[src/rtl/configs_loader.sv]
// Streams configuration words into a level-sensitive latch bank using a
// setup/strobe/hold sequence, so the data bus is stable while any enable is high.
module configs_loader #(
  parameter int WORD_W    = 32,
  parameter int NUM_WORDS = 34,
  parameter int IDX_W     = 6
) (
  input  logic                 clk,
  input  logic                 reset,
  input  logic                 io_start,
  input  logic                 io_cfg_valid,
  output logic                 io_cfg_ready,
  input  logic [WORD_W-1:0]    io_cfg_data,
  output logic [WORD_W-1:0]    io_d_out,
  output logic [NUM_WORDS-1:0] io_configs_en,
  output logic [IDX_W-1:0]     io_word_idx,
  output logic                 io_busy,
  output logic                 io_done
);

  typedef enum logic [2:0] {
    S_IDLE,
    S_WAIT,
    S_SETUP,
    S_STROBE,
    S_HOLD,
    S_DONE
  } state_t;

  localparam logic [IDX_W-1:0]     LAST_IDX = IDX_W'(NUM_WORDS - 1);
  localparam logic [NUM_WORDS-1:0] EN_ONE   = NUM_WORDS'(1);

  state_t           state, state_nxt;
  logic [IDX_W-1:0] idx_nxt;
  logic             hs;

  // Ready is a registered decode of WAIT, so this matches valid & ready.
  assign hs = (state == S_WAIT) && io_cfg_valid;

  always_comb begin
    // NOTE: every signal gets a default first so no path leaves it unassigned,
    // which would otherwise infer a latch.
    state_nxt = state;
    idx_nxt   = io_word_idx;
    case (state)
      S_IDLE: begin
        if (io_start) begin
          state_nxt = S_WAIT;
          idx_nxt   = '0;
        end
      end
      S_WAIT: begin
        if (io_start) idx_nxt = '0;
        if (hs)       state_nxt = S_SETUP;
      end
      S_SETUP:  state_nxt = S_STROBE;
      S_STROBE: state_nxt = S_HOLD;
      S_HOLD: begin
        if (io_word_idx == LAST_IDX) begin
          state_nxt = S_DONE;
        end else begin
          state_nxt = S_WAIT;
          idx_nxt   = io_word_idx + IDX_W'(1);
        end
      end
      S_DONE: begin
        if (io_start) begin
          state_nxt = S_WAIT;
          idx_nxt   = '0;
        end
      end
      default: state_nxt = S_IDLE;
    endcase
  end

  // Outputs are registered from the next state, so each one lines up with the
  // state it describes and nothing downstream sees combinational glitches.
  always_ff @(posedge clk) begin
    // NOTE: non-blocking assignments keep every register sampling pre-edge
    // values, independent of statement order.
    if (reset) begin
      state         <= S_IDLE;
      io_word_idx   <= '0;
      io_d_out      <= '0;
      io_configs_en <= '0;
      io_cfg_ready  <= 1'b0;
      io_busy       <= 1'b0;
      io_done       <= 1'b0;
    end else begin
      state         <= state_nxt;
      io_word_idx   <= idx_nxt;
      io_cfg_ready  <= (state_nxt == S_WAIT);
      io_busy       <= (state_nxt == S_WAIT) || (state_nxt == S_SETUP) ||
                       (state_nxt == S_STROBE) || (state_nxt == S_HOLD);
      io_done       <= (state_nxt == S_DONE);
      io_configs_en <= (state_nxt == S_STROBE) ? (EN_ONE << idx_nxt) : '0;
      if (hs) io_d_out <= io_cfg_data;
    end
  end

endmodule

[config.mk]
export PLATFORM = sky130hd
export DESIGN_NAME = configs_loader
export DESIGN_NICKNAME = d
export VERILOG_FILES = /design/src/rtl/configs_loader.sv
export SDC_FILE = /design/constraint.sdc
export NUM_CORES = 1
export LEC_CHECK = 0
export ABC_AREA = 1
export ABC_CLOCK_PERIOD_IN_PS = 2100
export BUFFER_PORTS_ARGS = -buffer_cell sky130_fd_sc_hd__buf_2
export CORE_MARGIN = 2
export CORE_UTILIZATION = 50
export CTS_BUF_LIST = sky130_fd_sc_hd__clkbuf_4
export CTS_CLUSTER_SIZE = 30
export DETAILED_ROUTE_END_ITERATION = 8
export GPL_TIMING_DRIVEN = 0
export PLACE_DENSITY = 0.85
export REMOVE_ABC_BUFFERS = 1
export SETUP_SLACK_MARGIN = 0.2
export SYNTH_ARGS = -nofsm -noshare
export SYNTH_HDL_FRONTEND = slang
export SYNTH_SLANG_ARGS = --single-unit
export TNS_END_PERCENT = 20
[constraint.sdc]
create_clock -name clk -period 2.1 [get_ports clk]
set_input_delay 0.42 -clock clk [delete_from_list [all_inputs] [get_ports clk]]
set_output_delay 0.42 -clock clk [all_outputs]
set_load 0.02 [all_outputs]
# After elaboration in Yosys (flattened, before gate mapping)

Index checks and enable logic that the tools add are counted.
W data, S select, Z words.

$add $sub $neg: 1
Eq/ne operators: 11
Shift operators: 1
Multiplexer cells: 7
Bitwise logic cells: 1
Reductions and logical operators: 8

Operator list:

| kind                   | number |
|---|---|
| $shl A1 B6 Y34 const A | 1 |
| $pmux W3 S5            | 1 |
| $eq A3 B2 Y1 const B   | 4 |
| $eq A3 B3 Y1 const B   | 4 |
| $mux W6                | 2 |
| $pmux W6 S2            | 1 |
| $mux W3                | 3 |
| $add A6 B1 Y6 const B  | 1 |
| $eq A3 B1 Y1 const B   | 2 |
| $eq A6 B6 Y1 const B   | 1 |
| $reduce_or A2 Y1       | 2 |
| $logic_not A3 Y1       | 1 |
| $logic_or A1 B1 Y1     | 3 |
| $reduce_or A3 Y1       | 1 |
| $logic_and A1 B1 Y1    | 1 |
| $not A1 Y1             | 1 |

Bits in registers: 78
Input port bits: 36
Output and inout bits: 75
Logic and storage cells: 36

# Logic depth before layout (Yosys ltp)

Gate-level depths: netlist (run 1).

Depth after elaboration: 8
Gate-level depth with buffers: 10
Gate-level depth less buffers: 10

# Worst setup path after synthesis (run 1)

Ideal clock, no wire load.

Kind: reg-to-reg
Start: register io_word_idx[0]
End: register io_configs_en[0]
Library setup time: 0.065 ns
Data arrival time: 1.543 ns
Required time: 2.035 ns
Setup slack: 0.492 ns
Cell stages (with the launch flop): 10
Buffers on the path: 0
Clock period less this slack: 1.608 ns
Cell sequence: dfxtp_1 > ha_1 > nand2_1 > inv_1 > nand3_2 > nand3_1 > nand2_2 > nor2_4 > nand4_2 > nor2_1

Word-level cells in the longest chain between the ends: 6
Elaborated cells on any way between the ends: 11
Classes of those cells: 1 x add/sub; 2 x eq/ne; 1 x shift; 5 x mux; 1 x bitwise; 1 x reduce/logical

Ends and longest elaborated chain:

| what                       | RTL line | RTL |
|---|---|---|
| from (decl)                | 16       | `output logic [IDX_W-1:0] io_word_idx,` |
| from (signal assigned)     | 91       | `io_word_idx <= idx_nxt;` |
| $eq A6 B6 Y1               | 59       | `if (io_word_idx == LAST_IDX) begin` |
| $mux W3                    | 59       |  |
| $pmux W3 S5                | 45       | `case (state)` |
| $eq A3 B2 Y1               | 96       | `io_configs_en <= (state_nxt == S_STROBE) ? (EN_ONE << idx_nxt) : '0;` |
| $not A1 Y1 (no line)       | n/a      |  |
| $reduce_or A2 Y1 (no line) | n/a      |  |
| to (signal assigned)       | 96       |  |
| to (decl)                  | 15       | `output logic [NUM_WORDS-1:0] io_configs_en,` |

Parallel ways exist; a longest one is shown, timed or not.
A chain may end at the register's enable or synchronous reset.

# Final worst setup path (run 1)

Same ends and word-level chain as after synthesis.

==> run metrics, run 1 <==
Core Box Area=roughly 5600 um2; Syn-to-layout area delta=24.4%; Chip Height=roughly 81 um; clock power share=32.8%; initial DRC count=90; ANT nets after route=0; peak supply drop=roughly 0.00052 V; EDFF count, synth=0; setup repair bufs after CTS=0; sw power=0.866 mW; largest net degree at the start of global routing=39; Total Power=between 3 and 4 mW; Setup Skew=about 0.010 ns; number of port buffers=between 100 and 150; Worst Setup Start Kind=register; sequential share of the synthesized area=53.0%; Synth Warn #=0; Synth Area per Inst=slightly above 8 um2; DP Cell Count=approximately 530; # DRC=0; Hold Crit Class=input pin to register; TritonCTS clock tree=yes; Total Routing Usage GR=approximately 21%; CP top delay family=simple AND/OR/NAND/NOR gates; count leader, synth=nor2_1; Worst EP arrival=~2.1 ns; initial antenna violation count=0; Leak=1.76 nW; first-pass GRT wire length=between 10000 and 15000 um; gp weighted congestion=approximately 0.82; Final #Nets=between 500 and 600; combinational power share=between 10% and 20%; Mapped Cells=between 300 and 400; CP max stage delay=~0.55 ns; Root Driver=clkbuf_4; Detail Placement HPWL=between 4000 and 5000 um; Synth Flop Type=dfxtp_1; Final min period=~1.8 ns; Slew Limit Fails=0; WP data required=~2.4 ns; most frequent cells after synthesis=113 x nor2_1, 78 x dfxtp_1, 34 x o21ai_0; Yosys top cell area share=53.0%; grt ovf=0; worst hold slack=between 0.2 and 0.3 ns; clock slew at the register clock pins of the worst setup and hold paths=between 0.1 and 0.15 ns; Initial Util=52.5%; Synth area leader=dfxtp_1; die width=slightly above 80 um; Internal=roughly 2.2 mW; worst rel slew slack=39.4%; DR WL/cell=12.1 um; power share of the sequential group=between 50 and 60%; Worst Max-Slew Pin Slew=a little over 0.9 ns; row count=27; CTS sink count=a little under 80; Num CTS Buffers=9; Max FO, Critical Path=10; Yosys reg bits=roughly 80; DR vias=about 2600; ys async rst share=0%; post-synth cell types=26; vias in the first global route=approximately 2400; CP bufs+invs=1; mapped cell area=2950 um2; # setup viols final=0; CTS max path bufs=2; drt total wl=around 6600 um; Net Sw Frac=between 20% and 30%; top cells by area, synth=dfxtp_1 53%, nor2_1 14%, o21ai_0 5.8%; fin crit share=between 80% and 90%; layout cell share with drive strength beyond 1=32.8%; Non-Filler Instances=approximately 550; I/O pins=between 100 and 150; Antenna diodes=0; Max-Cap Viols=0; PnR worst setup slack=just over 0.3 ns; worst skew pair latency=0.40 ns; worst path cell trace=ha_1, nand2_1, inv_1, nand3_2, nand3_1, nand2_2, nor2_4, nand4_2, nor2_1; count of final hold-check violations=0; H-tree levels=3; die area=between 6000 and 7000 um2; status=finished, final reports clean; pwr dens=841 nW/um2; RSZ-0062 raised after global routing=true; setup TNS=0 ns; highest clock rate=557 MHz; Pre-antenna DRT Iters=4; Worst path slowest cell=dfxtp_1; crit path capture type=register; critical path class=register to register; Vias/cell=about 5; pre-CTS setup slack=-0.0415 ns
## final timing paths
check / startpoint / end / slack [ns] / cells after the start
setup / recovery: io_word_idx[0] / io_configs_en[0] / 0.30 / 9
hold reg to reg: io_d_out[9] / io_d_out[9] / 0.49 / 2
setup reg to reg: io_word_idx[0] / io_configs_en[0] / 0.30 / 9
hold / removal: io_cfg_data[20] / io_d_out[20] / 0.26 / 3
## final cells by class
type	count	area, um2
repair buffers	110	551
well taps	72	90.1
multi-input cells	244	1200
fillers	517	1940
clock buffers	10	75.1
inverters	25	98.8
flip-flops and latches	78	1560
clock inverters	6	85.1
## power groups by stage
stage / Sequential (mW) / Clock [mW] / Combinational, mW
finish: 1.61 / 1.01 / 0.459
global route: 1.63 / 1.09 / 0.513
CTS: 1.61 / 1.02 / 0.458
detailed placement: 1.64 / 0 / 0.455
global placement: 1.64 / 0 / 0.447
floorplan: 1.74 / 0 / 0.200
## what timing repair did
action                     CTS  global route
resized for setup            2             1
hold buffers                 0             0
setup endpoints to repair   32            53
## state kept, by name, summed over array words and instances (netlist names)
signal,cells
io_busy,1
state,3
io_d_out,32
io_configs_en,34
io_done,1
io_cfg_ready,1
io_word_idx,6
## cells by family (layout without fill, tap and decap cells)
group / Yosys count / after routing / synth area share, %
AOI/OAI and AO/OA: 41 / 41 / 7.13
xor gates and xnor gates: 1 / 1 / 0.297
adders and majority gates: 2 / 2 / 0.849
buffers and inverters: 40 / 151 / 6.41
DFF: 78 / 78 / 53.0
and+or+nand+nor: 200 / 200 / 32.3
## per-layer routing
metal / track usage (%) / routed length [um] / vias to the layer above
met1: 25.9 / 2850 / 1156
li1: - / - / 1373
met5: 0 / 0 / -
met4: 7.97 / 74 / 0
met2: 35.5 / 3040 / 110
met3: 7.44 / 605 / 7
## metrics by stage
| step | area (um2) | util, % |
|---|---|---|
| 2_1_floorplan | 2850 | - |
| 3_3_place_gp | 3490 | 62.3 |
| 3_5_place_dp | 3490 | 62.3 |
| 4_1_cts | 3660 | 65.2 |
| 5_1_grt | 3660 | 65.4 |
| 6_report | 3660 | 65.4 |
## cells in the final DEF, fill, tap and decap left out, types with 5 or more instances in the layout
cell type and instances:
clkbuf_4 10, nand3_1 12, a21oi_1 5, o21ai_0 34, nand2_1 33, dfxtp_1 78, nand4_1 17, nor2_2 5
nor2_1 113, inv_1 20, buf_2 110, nand2_2 7
## tightest hold or removal path: cells and delay by family
family | cells | cell delay, ns
simple gates | 1 | 0.07
compound gates | 1 | 0.07
buf+inv | 1 | 0.07
Power figures use the tool's default switching activity.
==> run 2, diff against run 1 <==
CORE_UTILIZATION = 48   (was 50)
CTS_BUF_LIST = unset   (was sky130_fd_sc_hd__clkbuf_4)
PLACE_DENSITY = 0.82   (was 0.85)
==> run 2 against run 1 <==
  * Clock-buffer cell count is 1 lower
  * Clock power up 14%
  * Cell area up 1.5%
  * Critical path depth is 1 higher
  * Non-clock buffer count unchanged
  * First-iteration DRC count up 10%
  * Wire length shrank 1.5%
  * Final cell count is 0.55% higher
  * Worst setup slack better by 0.13 ns
  * Global-route usage decreased by 1.3 points
  * Sequential power about the same
  * Critical endpoint is now io_configs_en[26]
==> run metrics, run 2 (synthesis gave the netlist of run 1 again) <==
status=finished, final reports clean (unchanged); Syn-to-layout area delta=26.2% (was 24.4%); Worst Max-Slew Pin Slew=0.533 ns (was 0.908 ns); ANT nets after route=0 (unchanged); # setup viols final=0 (unchanged); Top Registers=io_configs_en (34), io_d_out (32), io_word_idx (6) (unchanged); clock slew at the register clock pins of the worst setup and hold paths=0.09 ns (was 0.13 ns); FF-to-FF End=io_configs_en[26] (was io_configs_en[0]); Reg with most FFs=io_configs_en (unchanged); number of port buffers=110 (unchanged); Largest register FFs=34 (unchanged); row count=28 (was 27); Worst EP arrival=1.94 ns (was 2.12 ns); DR vias=2636 (was 2646); Max-Cap Viols=0 (unchanged); fin util=62.8% (was 65.4%); Non-Filler Instances=548 (was 545); Final #Nets=506 (unchanged); worst skew pair latency=0.35 ns (was 0.40 ns); DP Cell Count=532 (was 529); die area=6780 um2 (was 6520 um2); hold wc startpoint=io_cfg_data[28] (was io_cfg_data[20]); most frequent cells in the layout=113 x nor2_1, 110 x buf_2, 76 x dfxtp_1, 34 x o21ai_0, 33 x nand2_1 (was 113 x nor2_1, 110 x buf_2, 78 x dfxtp_1, 34 x o21ai_0, 33 x nand2_1); Worst Setup Start Kind=register (unchanged); Total Routing Usage GR=20.2% (was 21.4%); CP dominant cell by count=inv_1; critical path class=register to register (unchanged); drt total wl=6470 um (was 6570 um); TritonCTS clock tree=yes (unchanged); Pre-antenna DRT Iters=4 (unchanged); Setup Skew=0.00782 ns (was 0.0103 ns); peak supply drop=0.000521 V (was 0.000518 V); worst rel slew slack=64.4% (was 39.4%); vias in the first global route=2408 (was 2445); CTS Hold Bufs=0 (unchanged); Vias/cell=4.81 (was 4.86); H-tree levels=3 (unchanged); crit path capture type=register (unchanged); Worst path slowest cell=dfxtp_1 (unchanged); hold-critical path depth=3 (unchanged); layout cell share with drive strength beyond 1=33.6% (was 32.8%); Slew Limit Fails=0 (unchanged); Worst R2R Path Depth=10 (was 9); CP max stage delay=0.39 ns (was 0.55 ns); fin crit share=79.1% (was 85.5%); DR WL/cell=11.8 um (was 12.1 um); pwr dens=865 nW/um2 (was 841 nW/um2); count of final hold-check violations=0 (unchanged); grt ovf=0 (unchanged); WHS Endpoint=io_d_out[28] (was io_d_out[20]); Core Box Area=5920 um2 (was 5610 um2); most common cell after layout, fill and taps aside=nor2_1 (unchanged); Final min period=1.66 ns (was 1.80 ns); I/O pins=111 (unchanged); worst path cell trace=inv_1, ha_1, nand2_1, inv_1, nand3_2, nand3_1, nand2_2, nor2_4, nand4_1, nor2_1 (was ha_1, nand2_1, inv_1, nand3_2, nand3_1, nand2_2, nor2_4, nand4_2, nor2_1); CTS sink count=78 (unchanged); CTS max path bufs=2 (unchanged); gp weighted congestion=0.852 (was 0.821); Root Driver=clkbuf_8 (was clkbuf_4); initial antenna violation count=0 (unchanged); Chip Height=82.4 um (was 80.8 um); Initial Util=49.8% (was 52.5%); # DRC=0 (unchanged); Num CTS Buffers=9 (unchanged); die width=82.4 um (was 80.8 um); highest clock rate=602 MHz (was 557 MHz); first-pass GRT wire length=10400 um (was 10900 um); Detail Placement HPWL=4740 um (was 4780 um); Max FO, Critical Path=9 (was 10); FF-to-FF setup slack=0.44 ns (was 0.30 ns); WP data required=2.38 ns (was 2.43 ns); Hold Crit Class=input pin to register (unchanged); Antenna diodes=0 (unchanged); initial DRC count=99 (was 90); Fill cells=533 (was 517); largest net degree at the start of global routing=39 (unchanged); Leak=1.77 nW (was 1.76 nW); critical register-to-register path startpoint=io_word_idx[1] (was io_word_idx[0]); RSZ-0062 raised after global routing=true (unchanged); CP Launch Point=io_word_idx[1] (was io_word_idx[0]); worst hold slack=0.315 ns (was 0.261 ns)
==> run 2: timing repair <==
item	4_1_cts	5_1_grt
buffers inserted	0	0
endpoints found under the setup margin	32	28
gates resized for setup	3	3
==> run 2: worst max-delay path: cells and delay by family (launching register included) <==
kind	cells	cell delay, ns
flops	1	0.39
buf+inv	2	0.16
fa+ha+maj	1	0.17
simple gates	7	0.87
==> run 2: through the flow <==
step	power, mW	area [um2]	worst slack (ns)	TNS, ns
final	3.22	3720	0.439	0
after global routing	3.38	3720	0.200	0
after CTS	3.25	3710	0.316	0
after detailed placement	2.10	3500	-0.0762	-0.923
after global placement	2.09	3500	-0.0310	-0.247
after floorplan	1.94	2850	0.489	0
==> run 2: area by class of cell <==
type                    instances  area, um2  area share [%]
clock inverters                 7       80.1            2.15
clock buffers                   9        124            3.33
multi-input cells             244       1200            32.4
flip-flops and latches         78       1560            42.1
inverters                      25        103            2.76
well taps                      75       93.8            2.52
repair buffers                110        551            14.8
==> run 2: layer usage <==
layer / global-route usage, % / share of wire, %
met5: 0 / 0
met4: 7.50 / 0.62
met3: 8.04 / 9.7
met2: 33.4 / 46
met1: 23.5 / 43
==> run 2: worst max-delay path by stage <==
stage	to	slack, ns	cells past startpoint
final	io_configs_en[26]	0.44	10
after global routing	io_configs_en[26]	0.20	10
after CTS	io_configs_en[26]	0.32	6
after detailed placement	io_configs_en[26]	-0.08	6
after global placement	io_configs_en[8]	-0.03	6
after floorplan	io_configs_en[0]	0.49	9
==> run 2: where the power goes <==
| part | internal (mW) | total (mW) | switching [mW] |
|---|---|---|---|
| sequential | 1.56 | 1.61 | 0.0467 |
| combinational | 0.157 | 0.461 | 0.303 |
| clock | 0.565 | 1.15 | 0.583 |
